$ cat src/rtl/fsk_pkg.sv
// Shared definitions for the FSK modulator control path.
//   state_t           : frame sequencer states
//   PRELOAD_W         : width of the divider preload bus
//   MARK/SPACE_*_DEF  : default divider preloads, shared with the divider bench
package fsk_pkg;

  localparam int unsigned PRELOAD_W = 9;

  // 256 -> 2*256-clk tone period (mark, logic 1 / idle / stop)
  localparam logic [PRELOAD_W-1:0] MARK_PRELOAD_DEF  = 9'd256;
  // 384 -> 2*128-clk tone period (space, logic 0 / start)
  localparam logic [PRELOAD_W-1:0] SPACE_PRELOAD_DEF = 9'd384;

  typedef enum logic [1:0] {
    IDLE  = 2'd0,
    START = 2'd1,
    DATA  = 2'd2,
    STOP  = 2'd3
  } state_t;

endpackage

$ cat src/rtl/baud_tick_gen.sv
// Bit-period timer for the FSK symbol sequencer.
// Counts 0..BAUD_DIV-1 and wraps; a synchronous clear holds it at 0.
//   clk       : system clock, rising edge
//   rst       : synchronous reset, active-low
//   clr       : synchronous clear (counter held at 0)
//   last      : counter is on the final cycle of the bit period
//   near_last : counter is one cycle before the final cycle
module baud_tick_gen #(
  parameter int unsigned BAUD_DIV = 1000
) (
  input  logic clk,
  input  logic rst,
  input  logic clr,
  output logic last,
  output logic near_last
);

  localparam int unsigned CNT_W = (BAUD_DIV > 2) ? $clog2(BAUD_DIV) : 1;

  logic [CNT_W-1:0] cnt;

  always_ff @(posedge clk) begin
    if (!rst || clr) begin
      cnt <= '0;
    end else if (last) begin
      cnt <= '0;
    end else begin
      cnt <= cnt + CNT_W'(1);
    end
  end

  assign last      = (cnt == CNT_W'(BAUD_DIV - 1));
  assign near_last = (cnt == CNT_W'(BAUD_DIV - 2));

endmodule

$ cat src/rtl/fsk_symbol_sequencer.sv
// Frames a byte UART-style (start, DATA_W bits LSB-first, stop) and drives the
// 9-bit preloadable divider with the mark/space preload for each bit period.
//   clk       : system clock, rising edge
//   rst       : synchronous reset, active-low
//   din       : byte to transmit
//   din_valid : din is valid
//   din_ready : byte can be accepted (IDLE only)
//   cnt_ext   : preload value to the divider
//   init      : one-cycle divider preload strobe, only when cnt_ext changes
//   busy      : frame in progress (START..STOP)
//   tx_done   : one-cycle pulse on the last cycle of the stop bit
module fsk_symbol_sequencer
  import fsk_pkg::*;
#(
  parameter int unsigned          DATA_W        = 8,
  parameter int unsigned          BAUD_DIV      = 1000,
  parameter logic [PRELOAD_W-1:0] MARK_PRELOAD  = MARK_PRELOAD_DEF,
  parameter logic [PRELOAD_W-1:0] SPACE_PRELOAD = SPACE_PRELOAD_DEF
) (
  input  logic                 clk,
  input  logic                 rst,
  input  logic [DATA_W-1:0]    din,
  input  logic                 din_valid,
  output logic                 din_ready,
  output logic [PRELOAD_W-1:0] cnt_ext,
  output logic                 init,
  output logic                 busy,
  output logic                 tx_done
);

  localparam int unsigned IDX_W = (DATA_W > 1) ? $clog2(DATA_W) : 1;

  state_t               state, state_d;
  logic [DATA_W-1:0]    shreg, shreg_d;
  logic [IDX_W-1:0]     bit_idx, bit_idx_d;
  logic [PRELOAD_W-1:0] cnt_ext_d;
  logic                 bit_last, bit_near_last;

  // Counter is parked at 0 in IDLE so START always gets a full bit period.
  baud_tick_gen #(
    .BAUD_DIV (BAUD_DIV)
  ) u_baud (
    .clk       (clk),
    .rst       (rst),
    .clr       (state == IDLE),
    .last      (bit_last),
    .near_last (bit_near_last)
  );

  // cnt_ext is registered, so the next preload is derived from the next state;
  // shreg_d[0] is the bit about to be sent after the boundary shift.
  always_comb begin
    state_d   = state;
    shreg_d   = shreg;
    bit_idx_d = bit_idx;
    cnt_ext_d = cnt_ext;
    unique case (state)
      IDLE: begin
        cnt_ext_d = MARK_PRELOAD;
        if (din_valid) begin
          state_d   = START;
          shreg_d   = din;
          cnt_ext_d = SPACE_PRELOAD;
        end
      end
      START: begin
        if (bit_last) begin
          state_d   = DATA;
          bit_idx_d = '0;
          cnt_ext_d = shreg[0] ? MARK_PRELOAD : SPACE_PRELOAD;
        end
      end
      DATA: begin
        if (bit_last) begin
          shreg_d = shreg >> 1;
          if (bit_idx == IDX_W'(DATA_W - 1)) begin
            state_d   = STOP;
            cnt_ext_d = MARK_PRELOAD;
          end else begin
            bit_idx_d = bit_idx + IDX_W'(1);
            cnt_ext_d = shreg_d[0] ? MARK_PRELOAD : SPACE_PRELOAD;
          end
        end
      end
      STOP: begin
        if (bit_last) begin
          state_d   = IDLE;
          cnt_ext_d = MARK_PRELOAD;
        end
      end
      default: state_d = IDLE;
    endcase
  end

  always_ff @(posedge clk) begin
    if (!rst) begin
      state   <= IDLE;
      shreg   <= '0;
      bit_idx <= '0;
      cnt_ext <= MARK_PRELOAD;
      init    <= 1'b1;
      busy    <= 1'b0;
      tx_done <= 1'b0;
    end else begin
      state   <= state_d;
      shreg   <= shreg_d;
      bit_idx <= bit_idx_d;
      cnt_ext <= cnt_ext_d;
      init    <= (cnt_ext_d != cnt_ext);
      busy    <= (state_d != IDLE);
      // Registered one cycle early so the pulse lands on the final STOP cycle.
      tx_done <= (state == STOP) && bit_near_last;
    end
  end

  assign din_ready = (state == IDLE) && !busy;

endmodule

$ cat config.mk
export PLATFORM = sky130hd
export DESIGN_NAME = fsk_symbol_sequencer
export DESIGN_NICKNAME = d
export VERILOG_FILES = /design/src/rtl/fsk_pkg.sv /design/src/rtl/baud_tick_gen.sv /design/src/rtl/fsk_symbol_sequencer.sv
export SDC_FILE = /design/constraint.sdc
export NUM_CORES = 1
export LEC_CHECK = 0
export CORE_ASPECT_RATIO = 1.2
export CORE_MARGIN = 3
export CORE_UTILIZATION = 50
export DETAILED_ROUTE_END_ITERATION = 7
export PLACE_DENSITY = 0.87
export SYNTH_ARGS = -nofsm -noshare
export SYNTH_HDL_FRONTEND = slang
export SYNTH_HIERARCHICAL = 1
export SYNTH_SLANG_ARGS = --single-unit
$ cat constraint.sdc
create_clock -name clk -period 5.2 [get_ports clk]
set_clock_uncertainty 0.15 [all_clocks]
set_input_delay 1.56 -clock clk [delete_from_list [all_inputs] [get_ports clk]]
set_output_delay 1.56 -clock clk [all_outputs]
set_load 0.02 [all_outputs]
* Word level (Yosys, flattened, before mapping)
Cells that the tools add are included.
** Cells by class
- Reduce and logical (&&, ||, !) cells :: 12
- Add/subtract/negate cells :: 2
- Muxes and demuxes :: 21
- Equal/unequal tests :: 11
** Operators by type and width (count)
- two-way mux 8 bit :: 6
- one-hot mux 9 bit (4 select lines) :: 1
- two-way mux 9 bit :: 3
- equality test 10 bit, second input constant :: 2
- one-hot mux 8 bit (2 select lines) :: 1
- adder 10 x 1 -> 10 bit, second input constant :: 1
- two-way mux 2 bit :: 5
- two-way mux 3 bit :: 3
- inequality test 9 bit :: 1
- inequality test 2 bit, second input constant :: 4
- one-hot mux 2 bit (4 select lines) :: 1
- one-hot mux 3 bit (2 select lines) :: 1
- nonzero test 2 bit :: 3
- equality test 2 bit, second input constant :: 2
- AND reduction 4 bit :: 1
- adder 3 x 1 -> 3 bit, second input constant :: 1
- equality test 3 bit, second input constant :: 1
- AND reduction 3 bit :: 1
- equality test 2 x 1 -> 1 bit, second input constant :: 1
- logical AND 1 bit :: 2
- zero test 1 bit :: 2
- zero test 2 bit :: 1
- OR reduction 2 bit :: 1
- logical OR 1 bit :: 1
** Word-level totals
- Output and inout bits :: 13
- Bits in registers :: 35
- Logic and storage cells :: 54
- Bits of input ports :: 11

* Logic depth before layout (Yosys ltp)
- Depth in word-level cells :: 5
- Depth in mapped cells :: 8
- Depth with buffers taken out :: 7

* Hierarchy
The synthesis kept the hierarchy.
** Modules (own cells, without submodules)
- fsk_symbol_sequencer :: area an instance 1113.6 um^2, instances 1, sequential area each 500.5 um^2, cells an instance 105
- baud_tick_gen :: area an instance 486.7 um^2, instances 1, sequential area each 200.2 um^2, cells an instance 53

* Least setup slack after synthesis
Ideal clock, no wire load.
- Path kind :: register -> output
- From :: register state[1]
- To :: output port din_ready
- Data arrival time :: 0.963 ns
- Cell stages (with the launch flop) :: 3
- Required time :: 3.490 ns
- Setup slack :: 2.527 ns
- Buffers on the path :: 1
- Path through :: dfxtp_1 buf_6 nor3_1
** On the way
- Longest elaborated chain between the ends :: 2
** RTL lines
- start: declaration :: RTL line fsk_symbol_sequencer.sv:33 : state_t state, state_d;
- start signal: assignment :: RTL line fsk_symbol_sequencer.sv:105 : state <= state_d;
- zero test 2 bit :: RTL line fsk_symbol_sequencer.sv:116 : assign din_ready = (state == IDLE) && !busy;
- logical AND 1 bit :: RTL line fsk_symbol_sequencer.sv:116
- end: declaration :: RTL line fsk_symbol_sequencer.sv:24 : output logic din_ready,
No other way between the ends.

* Worst setup path in the final report
Ends and elaborated chain as after synthesis.

==> summary.md <==
| Metric | Value |
|---|---|
| Peak supply drop | `0.2806 mV` |
| DR WL/cell | `13.52 µm` |
| Hold Slack | `0.3280 ns` |
| Min Clock Period, post-route | `3.398 ns` |
| Antenna-violating nets left | `0` |
| Initial antenna violation count | `0` |
| Pre-CTS setup slack | `1.782 ns` |
| Count leader, synth | `dfxtp_1` |
| DR iter-0 viols | `30` |
| EDFF count, synth | `0` |
| Final setup fails | `0` |
| Die W | `57.65 µm` |
| Setup_tns | `0 ns` |
| Synthesized Nets | `173` |
| First-pass GRT wire length | `5.106 mm` |
| Comb power frac | `0.080` |
| Pwr dens | `275.6 nW/µm²` |
| Post-synthesis sequential area ratio | `0.4378` |
| CTS buffer count | `5` |
| FP Rows | `21` |
| Clock power frac | `0.386` |
| Number of buffers added on ports | `23` |
| Adder-cell share of the synthesized area | `0.03127` |
| Detailed placer's ending HPWL | `2.276 mm` |
| Top cell type's share of synthesized area | `0.4378` |
| Max-capacitance violation count | `0` |
| Sink Count | `35` |
| Setup crit start kind | `flop` |
| Endpoint class of the critical path | `output port` |
| CP arrival | `1.69 ns` |
| HP Class | `reg2reg` |
| Largest cells by area after synthesis | `dfxtp_1 (44%), mux2i_1 (6.9%), o211a_1 (5.0%)` |
| Synthesized flop and latch total | `35` |
| Gpl congestion | `0.7889` |
| Seq pwr share | `0.533` |
| Period utilization | `0.6535` |
| CP Class | `reg2out` |
| Slew headroom | `0.5849` |
| Area leader, netlist | `dfxtp_1` |
| Root buf cell | `clkbuf_4` |
| H-tree depth | `2` |
| Cell Int Power | `413.3 µW` |
| Synthesis-to-finish area growth | `20.09%` |
| Share of layout cells above drive strength 1 | `0.1135` |
| Crit Path Max Fanout | `13` |
| Io pins | `24` |
| Initial Util | `0.5487` |
| Core Footprint | `2917 µm²` |
| Post-synthesis simple-gate area fraction | `0.2518` |
| P_leak | `0.8381 nW` |
| Die Span Y | `67.98 µm` |
| Syn_area_per_cell | `10.13 µm²` |
| Post-synth top flop | `dfxtp_1` |
| Cell Area, Placed | `1836 µm²` |
| Final nets | `199` |
| Max Clk Rate | `294.3 MHz` |
| Pins Over Slew Limit | `0` |
| Pre-antenna DRT Iters | `4` |
| Final WS setup | `1.802 ns` |
| Ant. Diodes | `0` |
| Largest net degree at the start of global routing | `19` |
| Die area | `3918 µm²` |
| Post-synthesis mux area share | `0.06880` |
| Ys async rst share | `0` |
| Routed vias | `1218` |
| Run status | `finished, final reports clean` |
| Total Routing Usage GR | `0.1698` |
| Grt ovf | `0` |
| Cell Area, Synth | `1600 µm²` |
| Synth Area in Compound Gates | `0.1462` |
| Worst-path clk slew | `0.11 ns` |
| Synth cell count leaders | `dfxtp_1 (35), nand2_1 (14), mux2i_1 (11)` |
| Overall Power | `529.7 µW` |
| Hold-fix buffers, CTS | `0` |
| DRC viols | `0` |
| Main combinational cell family by area after synthesis | `simple AND/OR/NAND/NOR gates` |
| Netlist cell types | `44` |
| Synth Warn # | `6` |
| CTS tree | `built` |
| Vias in the first global route | `1228` |
| Synth Area in XOR/XNOR | `0.02189` |
| Postcts setup bufs | `0` |
| Worst-Skew Late Latency | `0.34 ns` |
| Worst slew pin tran | `0.6206 ns` |
| RSZ-0062 raised after global routing | `false` |
| Final WL | `2.960 mm` |
| Post_cts resized | `0` |
| Design area | `1922 µm²` |
| Net Switching | `116.4 µW` |
| Required @ worst endpoint | `3.49 ns` |
| CTS max path bufs | `2` |
| Sw Share | `0.2197` |
| Count of final hold-check violations | `0` |
| Via density | `5.562` |
| Cells after Synth | `158` |
==> power groups by stage <==
stage | Clock [mW] | Sequential, mW | Combinational [mW]
floorplan | 0 | 0.288 | 0.0261
global placement | 0 | 0.288 | 0.0408
detailed placement | 0 | 0.289 | 0.0431
CTS | 0.207 | 0.283 | 0.0432
global route | 0.221 | 0.284 | 0.0465
finish | 0.205 | 0.283 | 0.0426
==> cell usage in the layout (no fill, tap or decap), types with 2 or more instances in the layout <==
| master | n |
|---|---|
| ha_1 | 4 |
| or4_1 | 2 |
| xnor2_1 | 2 |
| nor2b_1 | 6 |
| dfxtp_1 | 35 |
| clkbuf_4 | 5 |
| nand2b_1 | 2 |
| o21ai_0 | 5 |
| xor2_1 | 2 |
| mux2i_1 | 11 |
| nor3b_1 | 2 |
| and2_1 | 8 |
| o211a_1 | 8 |
| o31ai_1 | 2 |
| or3_1 | 2 |
| a21oi_1 | 5 |
| clkdlybuf4s50_1 | 23 |
| nor3_1 | 2 |
| nor2_1 | 8 |
| nor4_1 | 2 |
| inv_1 | 6 |
| nand3_1 | 5 |
| nand2_1 | 14 |
==> sequential cells by signal (all words and copies together) (netlist names) <==
name / count
busy: 1
state: 2
shreg: 8
cnt_ext: 9
u_baud/cnt: 10
init: 1
tx_done: 1
bit_idx: 3
==> critical path: stages (launching register included) <==
cell and delay (ns):
dfxtp_1 0.48, nor3_1 0.24, clkdlybuf4s50_1 0.63
==> cell families (layout without fill, tap and decap cells) <==
kind of cell	count (synthesis)	in the layout
AND/OR/NAND/NOR	66	66
flip-flops	35	35
AO/OA/AOI/OAI	27	27
multiplexers	11	11
buffers and inverters	11	38
adder cells (fa/ha/maj)	4	4
XOR/XNOR	4	4
==> routing by layer <==
layer  wire length, µm  GRT usage  share of wire
met3               118    0.04717          0.040
met2              1625     0.3164           0.55
met5                 0          0              0
met4                48    0.09855          0.016
met1              1168     0.1671           0.39
==> cell type report <==
cell class / count / area [µm²]
Inverter: 6 / 22.52
Clock inverter: 2 / 35.03
Clock buffer: 6 / 51.30
Multi-Input combinational cell: 112 / 832.0
Timing Repair Buffer: 24 / 237.7
Sequential cell: 35 / 700.7
Tap cell: 34 / 42.54
Fill cell: 234 / 994.7
==> metrics by stage <==
step,std cells,utilization
global placement,211,0.6293
floorplan,158,-
CTS,219,0.6589
finish,219,0.6589
detailed placement,211,0.6293
global route,219,0.6589
==> path summary, 6_finish.rpt <==
check / startpoint / endpoint / slack, ns / depth (start not counted)
max reg2reg: u_baud/cnt[0] / shreg[7] / 2.89 / 8
min: cnt_ext[8] / cnt_ext[8] / 0.33 / 1
max: state[1] / din_ready / 1.80 / 2
min reg2reg: cnt_ext[8] / cnt_ext[8] / 0.33 / 1
(Power assumes the default switching activity.)
